$ cat config.mk
export PLATFORM = sky130hd
export DESIGN_NAME = uart_alu_ctrl
export DESIGN_NICKNAME = d
export VERILOG_FILES = /design/src/rtl/uart_alu_pkg.sv /design/src/rtl/uart_alu_ctrl_nib2ascii.sv /design/src/rtl/uart_alu_ctrl.sv
export SDC_FILE = /design/constraint.sdc
export NUM_CORES = 1
export LEC_CHECK = 0
export CORE_ASPECT_RATIO = 1.5
export CORE_MARGIN = 4
export CORE_UTILIZATION = 40
export CTS_BUF_LIST = sky130_fd_sc_hd__clkbuf_16
export DETAILED_ROUTE_END_ITERATION = 8
export PLACE_DENSITY = 0.65
export SETUP_SLACK_MARGIN = 0.05
export SYNTH_ARGS = -nofsm -noshare
export SYNTH_HDL_FRONTEND = slang
export SYNTH_SLANG_ARGS = --single-unit
$ cat constraint.sdc
create_clock -name CLK -period 1.4 [get_ports CLK]
set_input_delay 0.21 -clock CLK [delete_from_list [all_inputs] [get_ports CLK]]
set_output_delay 0.21 -clock CLK [all_outputs]
set_load 0.005 [all_outputs]
$ cat src/rtl/uart_alu_pkg.sv
// Shared definitions for the UART frame sequencer: state encoding, framing bytes, ALU strobe bits.
package uart_alu_pkg;

   typedef enum logic [3:0] {
      StGetA    = 4'd0,
      StGetB    = 4'd1,
      StGetOp   = 4'd2,
      StGetTerm = 4'd3,
      StLoadA   = 4'd4,
      StLoadB   = 4'd5,
      StLoadOp  = 4'd6,
      StWaitAlu = 4'd7,
      StSendHi  = 4'd8,
      StSendLo  = 4'd9,
      StSendCr  = 4'd10
   } state_e;

   localparam logic [7:0] CR         = 8'h0D;
   localparam logic [7:0] ASCII_ZERO = 8'h30;
   // 'A' minus 10, so nibble values 10..15 map onto 'A'..'F'
   localparam logic [7:0] ASCII_HEX  = 8'h37;

   localparam int unsigned SEL_A  = 0;
   localparam int unsigned SEL_B  = 1;
   localparam int unsigned SEL_OP = 2;

   function automatic logic is_dec_digit(input logic [7:0] ch);
      return (ch >= 8'h30) && (ch <= 8'h39);
   endfunction

endpackage

$ cat src/rtl/uart_alu_ctrl_nib2ascii.sv
// Combinational 4-bit to uppercase ASCII hex character converter.
module nib2ascii
   import uart_alu_pkg::*;
(
   input  logic [3:0] nib,
   output logic [7:0] ascii
);

   always_comb begin
      if (nib < 4'd10) begin
         ascii = ASCII_ZERO + {4'b0000, nib};
      end else begin
         ascii = ASCII_HEX + {4'b0000, nib};
      end
   end

endmodule

$ cat src/rtl/uart_alu_ctrl.sv
// Frame sequencer: RX FIFO -> ALU operand loads -> TX FIFO.
// UART_ALU_ASCII_EN selects ASCII-decimal operands and hex-ASCII result output.
module uart_alu_ctrl
   import uart_alu_pkg::*;
#(
   parameter int unsigned ALU_LAT = 2
) (
   input  logic       CLK,
   input  logic       RESET,
   input  logic       rx_empty,
   input  logic [7:0] rx_data,
   output logic       rd_rx,
   output logic [7:0] alu_data,
   output logic [2:0] alu_sel,
   input  logic [7:0] alu_result,
   input  logic       tx_full,
   output logic [7:0] tx_data,
   output logic       wr_tx,
   output logic       busy,
   output logic       err,
   output logic [3:0] state
);

   state_e     state_q, state_d;
   logic [7:0] a_q, a_d;
   logic [7:0] b_q, b_d;
   logic [7:0] op_q, op_d;
   logic [7:0] res_q, res_d;
   logic [3:0] cnt_q, cnt_d;

`ifdef UART_ALU_ASCII_EN
   logic [7:0] hi_char;
   logic [7:0] lo_char;

   nib2ascii u_hi (
      .nib   (res_q[7:4]),
      .ascii (hi_char)
   );

   nib2ascii u_lo (
      .nib   (res_q[3:0]),
      .ascii (lo_char)
   );
`endif

   always_ff @(posedge CLK) begin
      if (RESET) begin
         state_q <= StGetA;
         a_q     <= 8'h00;
         b_q     <= 8'h00;
         op_q    <= 8'h00;
         res_q   <= 8'h00;
         cnt_q   <= 4'd0;
      end else begin
         state_q <= state_d;
         a_q     <= a_d;
         b_q     <= b_d;
         op_q    <= op_d;
         res_q   <= res_d;
         cnt_q   <= cnt_d;
      end
   end

   always_comb begin
      state_d  = state_q;
      a_d      = a_q;
      b_d      = b_q;
      op_d     = op_q;
      res_d    = res_q;
      cnt_d    = cnt_q;
      rd_rx    = 1'b0;
      wr_tx    = 1'b0;
      alu_sel  = 3'b000;
      alu_data = 8'h00;
      tx_data  = 8'h00;
      err      = 1'b0;

      unique case (state_q)
         StGetA: begin
            if (!rx_empty) begin
               rd_rx = 1'b1;
`ifdef UART_ALU_ASCII_EN
               if (is_dec_digit(rx_data)) begin
                  a_d     = rx_data - ASCII_ZERO;
                  state_d = StGetB;
               end else begin
                  err = 1'b1;
               end
`else
               a_d     = rx_data;
               state_d = StGetB;
`endif
            end
         end
         StGetB: begin
            if (!rx_empty) begin
               rd_rx = 1'b1;
`ifdef UART_ALU_ASCII_EN
               if (is_dec_digit(rx_data)) begin
                  b_d     = rx_data - ASCII_ZERO;
                  state_d = StGetOp;
               end else begin
                  err     = 1'b1;
                  state_d = StGetA;
               end
`else
               b_d     = rx_data;
               state_d = StGetOp;
`endif
            end
         end
         StGetOp: begin
            if (!rx_empty) begin
               rd_rx   = 1'b1;
               op_d    = rx_data;
               state_d = StGetTerm;
            end
         end
         StGetTerm: begin
            // The terminator is consumed whatever its value; a bad one drops the frame.
            if (!rx_empty) begin
               rd_rx = 1'b1;
               if (rx_data == CR) begin
                  state_d = StLoadA;
               end else begin
                  err     = 1'b1;
                  state_d = StGetA;
               end
            end
         end
         StLoadA: begin
            alu_sel[SEL_A] = 1'b1;
            alu_data       = a_q;
            state_d        = StLoadB;
         end
         StLoadB: begin
            alu_sel[SEL_B] = 1'b1;
            alu_data       = b_q;
            state_d        = StLoadOp;
         end
         StLoadOp: begin
            alu_sel[SEL_OP] = 1'b1;
            alu_data        = op_q;
            cnt_d           = 4'd0;
            state_d         = StWaitAlu;
         end
         StWaitAlu: begin
            if (cnt_q == 4'(ALU_LAT - 1)) begin
               res_d = alu_result;
`ifdef UART_ALU_ASCII_EN
               state_d = StSendHi;
`else
               state_d = StSendLo;
`endif
            end else begin
               cnt_d = cnt_q + 4'd1;
            end
         end
         StSendHi: begin
`ifdef UART_ALU_ASCII_EN
            if (!tx_full) begin
               wr_tx   = 1'b1;
               tx_data = hi_char;
               state_d = StSendLo;
            end
`else
            state_d = StSendLo;
`endif
         end
         StSendLo: begin
            if (!tx_full) begin
               wr_tx = 1'b1;
`ifdef UART_ALU_ASCII_EN
               tx_data = lo_char;
`else
               tx_data = res_q;
`endif
               state_d = StSendCr;
            end
         end
         StSendCr: begin
            if (!tx_full) begin
               wr_tx   = 1'b1;
               tx_data = CR;
               state_d = StGetA;
            end
         end
         default: state_d = StGetA;
      endcase

      // Reset aborts at once: nothing may be popped, strobed or written in the reset cycle.
      if (RESET) begin
         rd_rx    = 1'b0;
         wr_tx    = 1'b0;
         alu_sel  = 3'b000;
         alu_data = 8'h00;
         tx_data  = 8'h00;
         err      = 1'b0;
      end
   end

   assign busy  = (state_q != StGetA);
   assign state = state_q;

endmodule

======== Word level (Yosys, flattened, before mapping) ========
Index checks and enable logic that the tools add are counted.
storage, ports and cells
  register bits after elaboration ......... 40
  input port bits ......................... 20
  output and inout bits ................... 27
  logic and storage cells ................. 70
operators by class
  $add $sub $neg .......................... 1
  equal/unequal tests ..................... 20
  mux-type cells .......................... 31
  bitwise logic cells ..................... 1
  reductions and logical operators ........ 11
operators by type and width
  kind                                                             number
  4-bit case mux with 11 select lines                              1
  4-bit 2-to-1 mux                                                 9
  8-bit 2-to-1 mux                                                 3
  8-bit case mux with 3 select lines                               1
  4-bit by 3-bit == test with 1-bit output, second input constant  4
  2-bit inequality test, second input constant                     8
  8-bit case mux with 2 select lines                               1
  1-bit 2-to-1 mux                                                 13
  4-bit == test, second input constant                             3
  2-bit AND reduction                                              5
  4-bit by 1-bit == test with 1-bit output, second input constant  2
  4-bit by 2-bit == test with 1-bit output, second input constant  2
  8-bit by 4-bit == test with 1-bit output, second input constant  1
  4-bit case mux with 2 select lines                               1
  7-bit AND reduction                                              1
  3-bit 2-to-1 mux                                                 2
  4-bit by 1-bit adder with 4-bit output, second input constant    1
  4-bit logical NOT                                                1
  4-bit nonzero test                                               1
  4-bit OR reduction                                               1
  2-bit nonzero test                                               1
  2-bit OR reduction                                               1
  1-bit inverter                                                   1

======== Depth between registers and ports, before layout ========
Gate-level depths: netlist of run 1.
  depth in word-level cells ............... 5
  depth in mapped cells ................... 6
  mapped depth without buffers ............ 5

======== Worst setup path after synthesis of run 1 ========
No wires, ideal clock.
  kind .................................... register -> output
  start ................................... register state_q[0] (netlist: state[0])
  end ..................................... output tx_data[1]
  arrival time ............................ 1.329 ns
  required time ........................... 1.190 ns
  slack ................................... -0.139 ns
  cell stages (with the launch flop) ...... 6
  path buffers ............................ 2
  cells stage by stage .................... dfxtp_1 buf_2 or3b_1 buf_2 nor3_2 and2_1
between the ends
  longest elaborated chain between the ends .. 3
  elaborated cells on any way between the ends .. 4
  those cells by class .................... eq/ne: 2; mux: 2
RTL lines
  item                                    RTL line              RTL
  start: declaration                      uart_alu_ctrl.sv:24   state_e state_q, state_d;
  start signal: assignment                uart_alu_ctrl.sv:48   state_q <= StGetA;
  start signal: assignment                uart_alu_ctrl.sv:55   state_q <= state_d;
  4-bit == test                           uart_alu_ctrl.sv:78   unique case (state_q)
  8-bit case mux with 2 select lines (*)  uart_alu_ctrl.sv:78
  8-bit 2-to-1 mux (*)                    uart_alu_ctrl.sv:192  if (RESET) begin
  end: declaration                        uart_alu_ctrl.sv:17   output logic [7:0] tx_data,
Mark *: on every way between the ends. The rest lies on a longest branch, timed or not.

======== Worst setup path in the final report of run 1 ========
  start ................................... register state_q[1] (netlist: state[1])
  end ..................................... output tx_data[1]
Same word-level chain as after synthesis.

==> reports/metrics.csv, run 1 <==
metric;value;unit
status;complete, but fails checks;
violations;negative setup slack;
drtIter0Drc;152;
post_route_cells_drive_above_1_share;0.576;
hold_viol;0;
cp-end-kind;primary output;
p_int;2400;uW
layout_min_cycle_time;1.85;ns
hold_path_end;a_q[3];
switchingPower;885;uW
area_growth;85.4;%
cp_cell_sequence;or3b_4 > nor3_4 > buf_4 > buf_6 > and2_1 > buf_2;
max_freq;0.540;GHz
slowest_delay;0.41;ns
clock_latency;0.28;ns
ios;47;
fin_ws;-0.453;ns
die_w;68.3;um
synth_compound_area_frac;0.239;
relSlewSlack;0.720;
combPwrFrac;0.235;
rsz0062_at_grt;true;
p_clk_frac;0.399;
numCtsBuffers;5;
finalWirelength;8750;um
final_area;0.00404;mm^2
antenna_found_initial;0;
crit_arrival;1.64;ns
synth.distinct_cells;40;
coreArea;0.00520;mm^2
n_antenna_cell;0;
setup_viol;65;
gr-total-overflow;0;
path_class;reg2out;
htreeDepth;2;
cts_root_buffer;clkbuf_16;
reg2reg_to;cnt_q[1];
cp_slowest_cell;or3b_4;
max_cap_violations;0;
synthMuxAreaShare;0.0367;
hpwl;4620;um
die_area;0.00672;mm^2
synth_top_family_by_area;simple AND/OR/NAND/NOR gates;
finalCritPeriodShare;1.32;
grt_start_max_net_pins;31;
clock_path_buffers;2;
grt_pass1_vias;2460;
cp-start-kind;flop;
synth_area;0.00218;mm^2
cp.required;1.19;ns
layout.nets;405;
synth_fa_ha_area_frac;0.0115;
path_delay_family;simple AND/OR/NAND/NOR gates;
placed_area;0.00301;mm^2
cts.sinks;40;
die_y;98.4;um
tightest_slew;0.421;ns
critical_path.reg2reg.startpoint;state[1];
reg2reg_setup_slack;-0.31;ns
synth_xor_area_frac;0.00402;
place_congestion;0.810;
hold_start;a_q[3];
yosysWarnings;0;
synthesis.nets;301;
grt_usage;0.240;
holdCritPathClass;reg2reg;
startpoint;state[1];
via_count;2622;
placementRows;32;
register_area;813;um^2
clkTransAtPathRegs;0.06;ns
multi_input_area;0.00180;mm^2
synth-seq-cells;40;
start_util;0.419;
synthSimpleGateAreaFrac;0.284;
drt-wirelength-per-cell;19.4;um
drt-pass1-iter-count;4;
critPathBufInv;3;
vias_per_cell;5.80;
cts_tree;done;
cp_max_fo;3;
seq_area_frac_synth;0.367;
io_buffers;46;
fin_skew;0.00363;ns
grt_first_pass_wirelength;12200;um
drc;0;
final_core_util;0.777;
slew_viol_final;0;
leakage;0.00155;uW
hold_depth;2;
switching_share;0.269;
seqPwrFrac;0.366;
hold_buffers;0;
avgSynthCellArea;7.82;um^2
irDropWorstVdd;0.000654;V
fillers;329;
synthCells;279;
r2r_cells;8;
antenna_left;0;
p_per_area;812;mW/mm^2
-- placed cells by master (no fill, tap or decap), types with 4 or more instances in the layout --
cell type,count
mux2i_1,6
a21oi_2,22
nor2_1,9
dfxtp_1,34
o21ai_0,5
nand2_1,10
dfxtp_2,4
buf_4,37
nand2b_1,4
nand3_2,14
buf_8,5
dlygate4sd2_1,4
buf_6,34
buf_2,17
a21oi_1,18
nand3_1,19
or3_4,4
clkbuf_16,5
o21ai_2,20
clkdlybuf4s50_1,18
a2bb2oi_1,5
o21ai_1,13
-- cells in the mapped netlist --
cell        n  share of area
buf_2      10          0.023
a31oi_1     2         0.0057
or4_1       1         0.0034
nor3b_1     1         0.0034
a211oi_1    2         0.0069
nand4_1     1         0.0029
nor3_1      2         0.0046
or4b_1      2         0.0092
nor3b_2     1         0.0057
nor2_1     11          0.019
nor4bb_1    1         0.0046
nor4_1      2         0.0057
nand3b_4    1         0.0092
and2_1      5          0.014
a311oi_1    1         0.0040
a2bb2oi_1   7          0.028
inv_1       2         0.0034
xor2_1      1         0.0040
buf_1       2         0.0034
a21oi_1    40          0.092
mux2i_1     8          0.037
ha_1        2          0.011
nor2b_1     6          0.017
nand2b_1    7          0.020
or3b_2      1         0.0040
or2_2       2         0.0057
nand3_1    36          0.083
buf_4       1         0.0034
a21o_1      1         0.0034
and4b_1     3          0.014
clkbuf_1   14          0.024
or3_1       4          0.011
o21ai_0    38          0.087
a221oi_1    2         0.0080
a211o_1     1         0.0040
nand4b_2    1         0.0069
nand2_1    13          0.022
or3b_1      1         0.0040
nor3_2      3          0.014
dfxtp_1    40           0.37
-- tightest hold or removal path: stages (launching register included) --
cell and delay (ns):
dfxtp_1 0.31, o21ai_2 0.06, a21oi_2 0.05
-- layer usage --
metal | share of wire | vias up | wire (um) | global-route usage
met4 | 0.044 | 0 | 389 | 0.0904
met2 | 0.56 | 106 | 4940 | 0.443
met1 | 0.35 | 1256 | 3030 | 0.261
met5 | 0 | - | 0 | 0
li1 | - | 1224 | - | -
met3 | 0.045 | 36 | 395 | 0.0399
-- area by class of cell --
| class | instances | share of cell area |
|---|---|---|
| Clock buffer | 5 | 0.0309 |
| Clock inverter | 3 | 0.0105 |
| Inverter | 2 | 0.00248 |
| Multi-Input combinational cell | 212 | 0.444 |
| Sequential cell | 40 | 0.201 |
| Tap cell | 68 | 0.0210 |
| Timing Repair Buffer | 122 | 0.290 |
-- flip-flops by register name (all words and copies together) (netlist names) --
name   count
a_q        8
b_q        8
cnt_q      4
op_q       8
res_q      8
state      4
-- power groups by stage --
stage	registers (uW)	clock network, uW	logic (uW)
after floorplan	1220	0	288
after global routing	1210	1360	814
final	1200	1310	770
after global placement	1220	0	505
after CTS	1200	1330	644
after detailed placement	1220	0	508
-- worst max path at each step --
stage                 endpoint  slack (ns)  depth (start not counted)
floorplan           tx_data[1]       -0.02                          5
global placement         wr_tx       -0.74                          5
detailed placement       wr_tx       -0.75                          5
CTS                 tx_data[1]       -0.47                          6
global route        tx_data[1]       -0.51                          6
finish              tx_data[1]       -0.45                          6
-- through the flow --
step	hold WS, ns	setup TNS (ns)	worst slack [ns]	std cells	power (uW)
CTS	0.469	-9.57	-0.473	440	3170
global placement	0.461	-22.61	-0.744	414	1720
detailed placement	0.467	-23.55	-0.749	414	1730
global route	0.478	-17.88	-0.507	452	3380
floorplan	0.358	-0.174	-0.0219	279	1500
finish	0.463	-14.85	-0.453	452	3280
-- logic make-up (layout without fill, tap and decap cells) --
family,after synthesis,after routing
simple gates,105,107
compound gates,94,94
flops,40,40
buf+inv,29,132
mux,8,8
fa+ha+maj,2,2
xor+xnor,1,1
-- repair_timing --
item / 4_1_cts / 5_1_grt
pin swaps: 37 / 46
cloned: 3 / 2
buffers inserted: 16 / 13
setup endpoints to repair: 67 / 66
gates resized for setup: 187 / 102
Note: power is estimated with default switching activity, not from simulation.
==> inputs of run 2 (changes only) <==
--- a/config.mk
+++ b/config.mk
@@ -7,11 +7,12 @@
 export LEC_CHECK = 0
 export CORE_ASPECT_RATIO = 1.5
 export CORE_MARGIN = 4
-export CORE_UTILIZATION = 40
+export CORE_UTILIZATION = 37
 export CTS_BUF_LIST = sky130_fd_sc_hd__clkbuf_16
 export DETAILED_ROUTE_END_ITERATION = 8
-export PLACE_DENSITY = 0.65
+export PLACE_DENSITY = 0.61
 export SETUP_SLACK_MARGIN = 0.05
+export SLEW_MARGIN = 0
 export SYNTH_ARGS = -nofsm -noshare
 export SYNTH_HDL_FRONTEND = slang
 export SYNTH_SLANG_ARGS = --single-unit
==> run 2 against run 1 <==
Effect of this change: the run still ends with negative setup slack left; setup slack got worse by 0.0065 ns; non-clock buffer count increased by 15; global-route usage down 2.8 points; critical path depth is the same; routed wire length increased by 1.2%; core utilization decreased by 4.7 points; register-to-register slack got worse by 0.03 ns; count of clock-buffer cells in the layout unchanged; via count rose by 3.9%; sequential power hardly changed.
==> reports/metrics.csv, run 2 (same netlist as run 1, synthesis figures left out) <==
metric;value;unit
placementRows;34;
cp-end-kind;primary output;
drt-wirelength-per-cell;18.9;um
layout.nets;418;
grt_start_max_net_pins;19;
hold_viol;0;
max_freq;0.538;GHz
critical_path.reg2reg.startpoint;state[2];
grt_usage;0.212;
hold_buffers;0;
final_core_util;0.730;
hold_path_end;a_q[4];
htreeDepth;2;
numCtsBuffers;5;
hold_depth;2;
slowest_delay;0.42;ns
die_area;0.00721;mm^2
layout_commonest_cell;buf_4;
cp_slowest_cell;or3b_4;
place_inst;419;
reg2reg_setup_slack;-0.34;ns
coreArea;0.00574;mm^2
max_cap_violations;0;
path_delay_family;simple AND/OR/NAND/NOR gates;
placed_area;0.00304;mm^2
status;complete, but fails checks;
die_w;70.7;um
layout.cells.non_filler;468;
vias_per_cell;5.82;
critPathBufInv;3;
cp.required;1.19;ns
drtIter0Drc;86;
cp_cell_sequence;or3b_4 > nor3_4 > buf_6 > buf_6 > and2_4 > buf_6;
p_per_area;751;mW/mm^2
cts_root_buffer;clkbuf_16;
fin_hold_ws;0.466;ns
drt-pass1-iter-count;4;
die_y;102;um
fin_ws;-0.459;ns
grt_pass1_vias;2461;
final_area;0.00419;mm^2
reg2reg_to;cnt_q[1];
drc;0;
layout_min_cycle_time;1.86;ns
via_count;2723;
hpwl;4700;um
irDropWorstVdd;0.000704;V
rsz0062_at_grt;true;
ios;47;
crit_arrival;1.65;ns
place_congestion;0.793;
p_total;3150;uW
violations;negative setup slack;
r2r_cells;8;
fin_skew;0.00445;ns
crit_path_frequent_cell;buf_6;
cp_max_fo;3;
tightest_slew;0.239;ns
finalCritPeriodShare;1.33;
gr-total-overflow;0;
io_buffers;46;
post_route_cells_drive_above_1_share;0.596;
setup_viol;63;
holdCritPathClass;reg2reg;
leakage;0.00162;uW
cts.sinks;40;
n_antenna_cell;0;
area_growth;92.2;%
clock_path_buffers;2;
hold_start;a_q[4];
finalWirelength;8850;um
antenna_left;0;
antenna_found_initial;0;
path_class;reg2out;
slew_viol_final;0;
start_util;0.380;
clock_latency;0.28;ns
cts_tree;done;
grt_first_pass_wirelength;12100;um
clkTransAtPathRegs;0.06;ns
final_cell_mix;45 x buf_4, 41 x buf_6, 34 x dfxtp_1;
cp-start-kind;flop;
relSlewSlack;0.836;
## run 2: area by class of cell
| type | count | area [um^2] |
|---|---|---|
| clock inverters | 2 | 12.5 |
| well taps | 72 | 90.1 |
| clock buffers | 5 | 125 |
| fillers | 403 | 1550 |
| repair buffers | 137 | 1290 |
| inverters | 2 | 7.51 |
| multi-input cells | 210 | 1850 |
| flip-flops and latches | 40 | 813 |
## run 2: per-stage QoR
| step | TNS [ns] | worst slack (ns) |
|---|---|---|
| CTS | -9.78 | -0.478 |
| finish | -14.77 | -0.459 |
| global route | -17.28 | -0.510 |
| detailed placement | -23.31 | -0.743 |
| global placement | -23.11 | -0.740 |
| floorplan | -0.174 | -0.0219 |
## run 2: worst max path at each step
stage / from / to / slack (ns) / cells after the start
finish: state[2] / tx_data[7] / -0.46 / 6
detailed placement: tx_full / tx_data[3] / -0.74 / 5
CTS: state[1] / tx_data[7] / -0.48 / 6
global route: state[2] / tx_data[7] / -0.51 / 6
floorplan: state[1] / tx_data[1] / -0.02 / 5
global placement: tx_full / tx_data[3] / -0.74 / 5
## run 2: where the power goes
group / switching [uW] / total (uW) / internal [uW]
Combinational: 415 / 821 / 406
Sequential: 29.1 / 1200 / 1170
Clock: 476 / 1120 / 647
Total: 920 / 3150 / 2230
## run 2: metal layers
layer | part of all wire | global-route usage
met3 | 0.035 | 0.0315
met1 | 0.37 | 0.233
met2 | 0.55 | 0.400
met5 | 0 | 0
met4 | 0.037 | 0.0912
## run 2: worst register-to-register path: cells and delay by family, from the launching register on
family          cells  cell delay [ns]
compound gates      1             0.14
buf+inv             5             0.56
simple gates        2             0.60
flops               1             0.36
## run 2: timing repair
item,4_1_cts,5_1_grt
buffers inserted,26,22
setup endpoints to repair,65,67
gates resized for setup,213,94
gates cloned,2,0
pin swaps,74,63
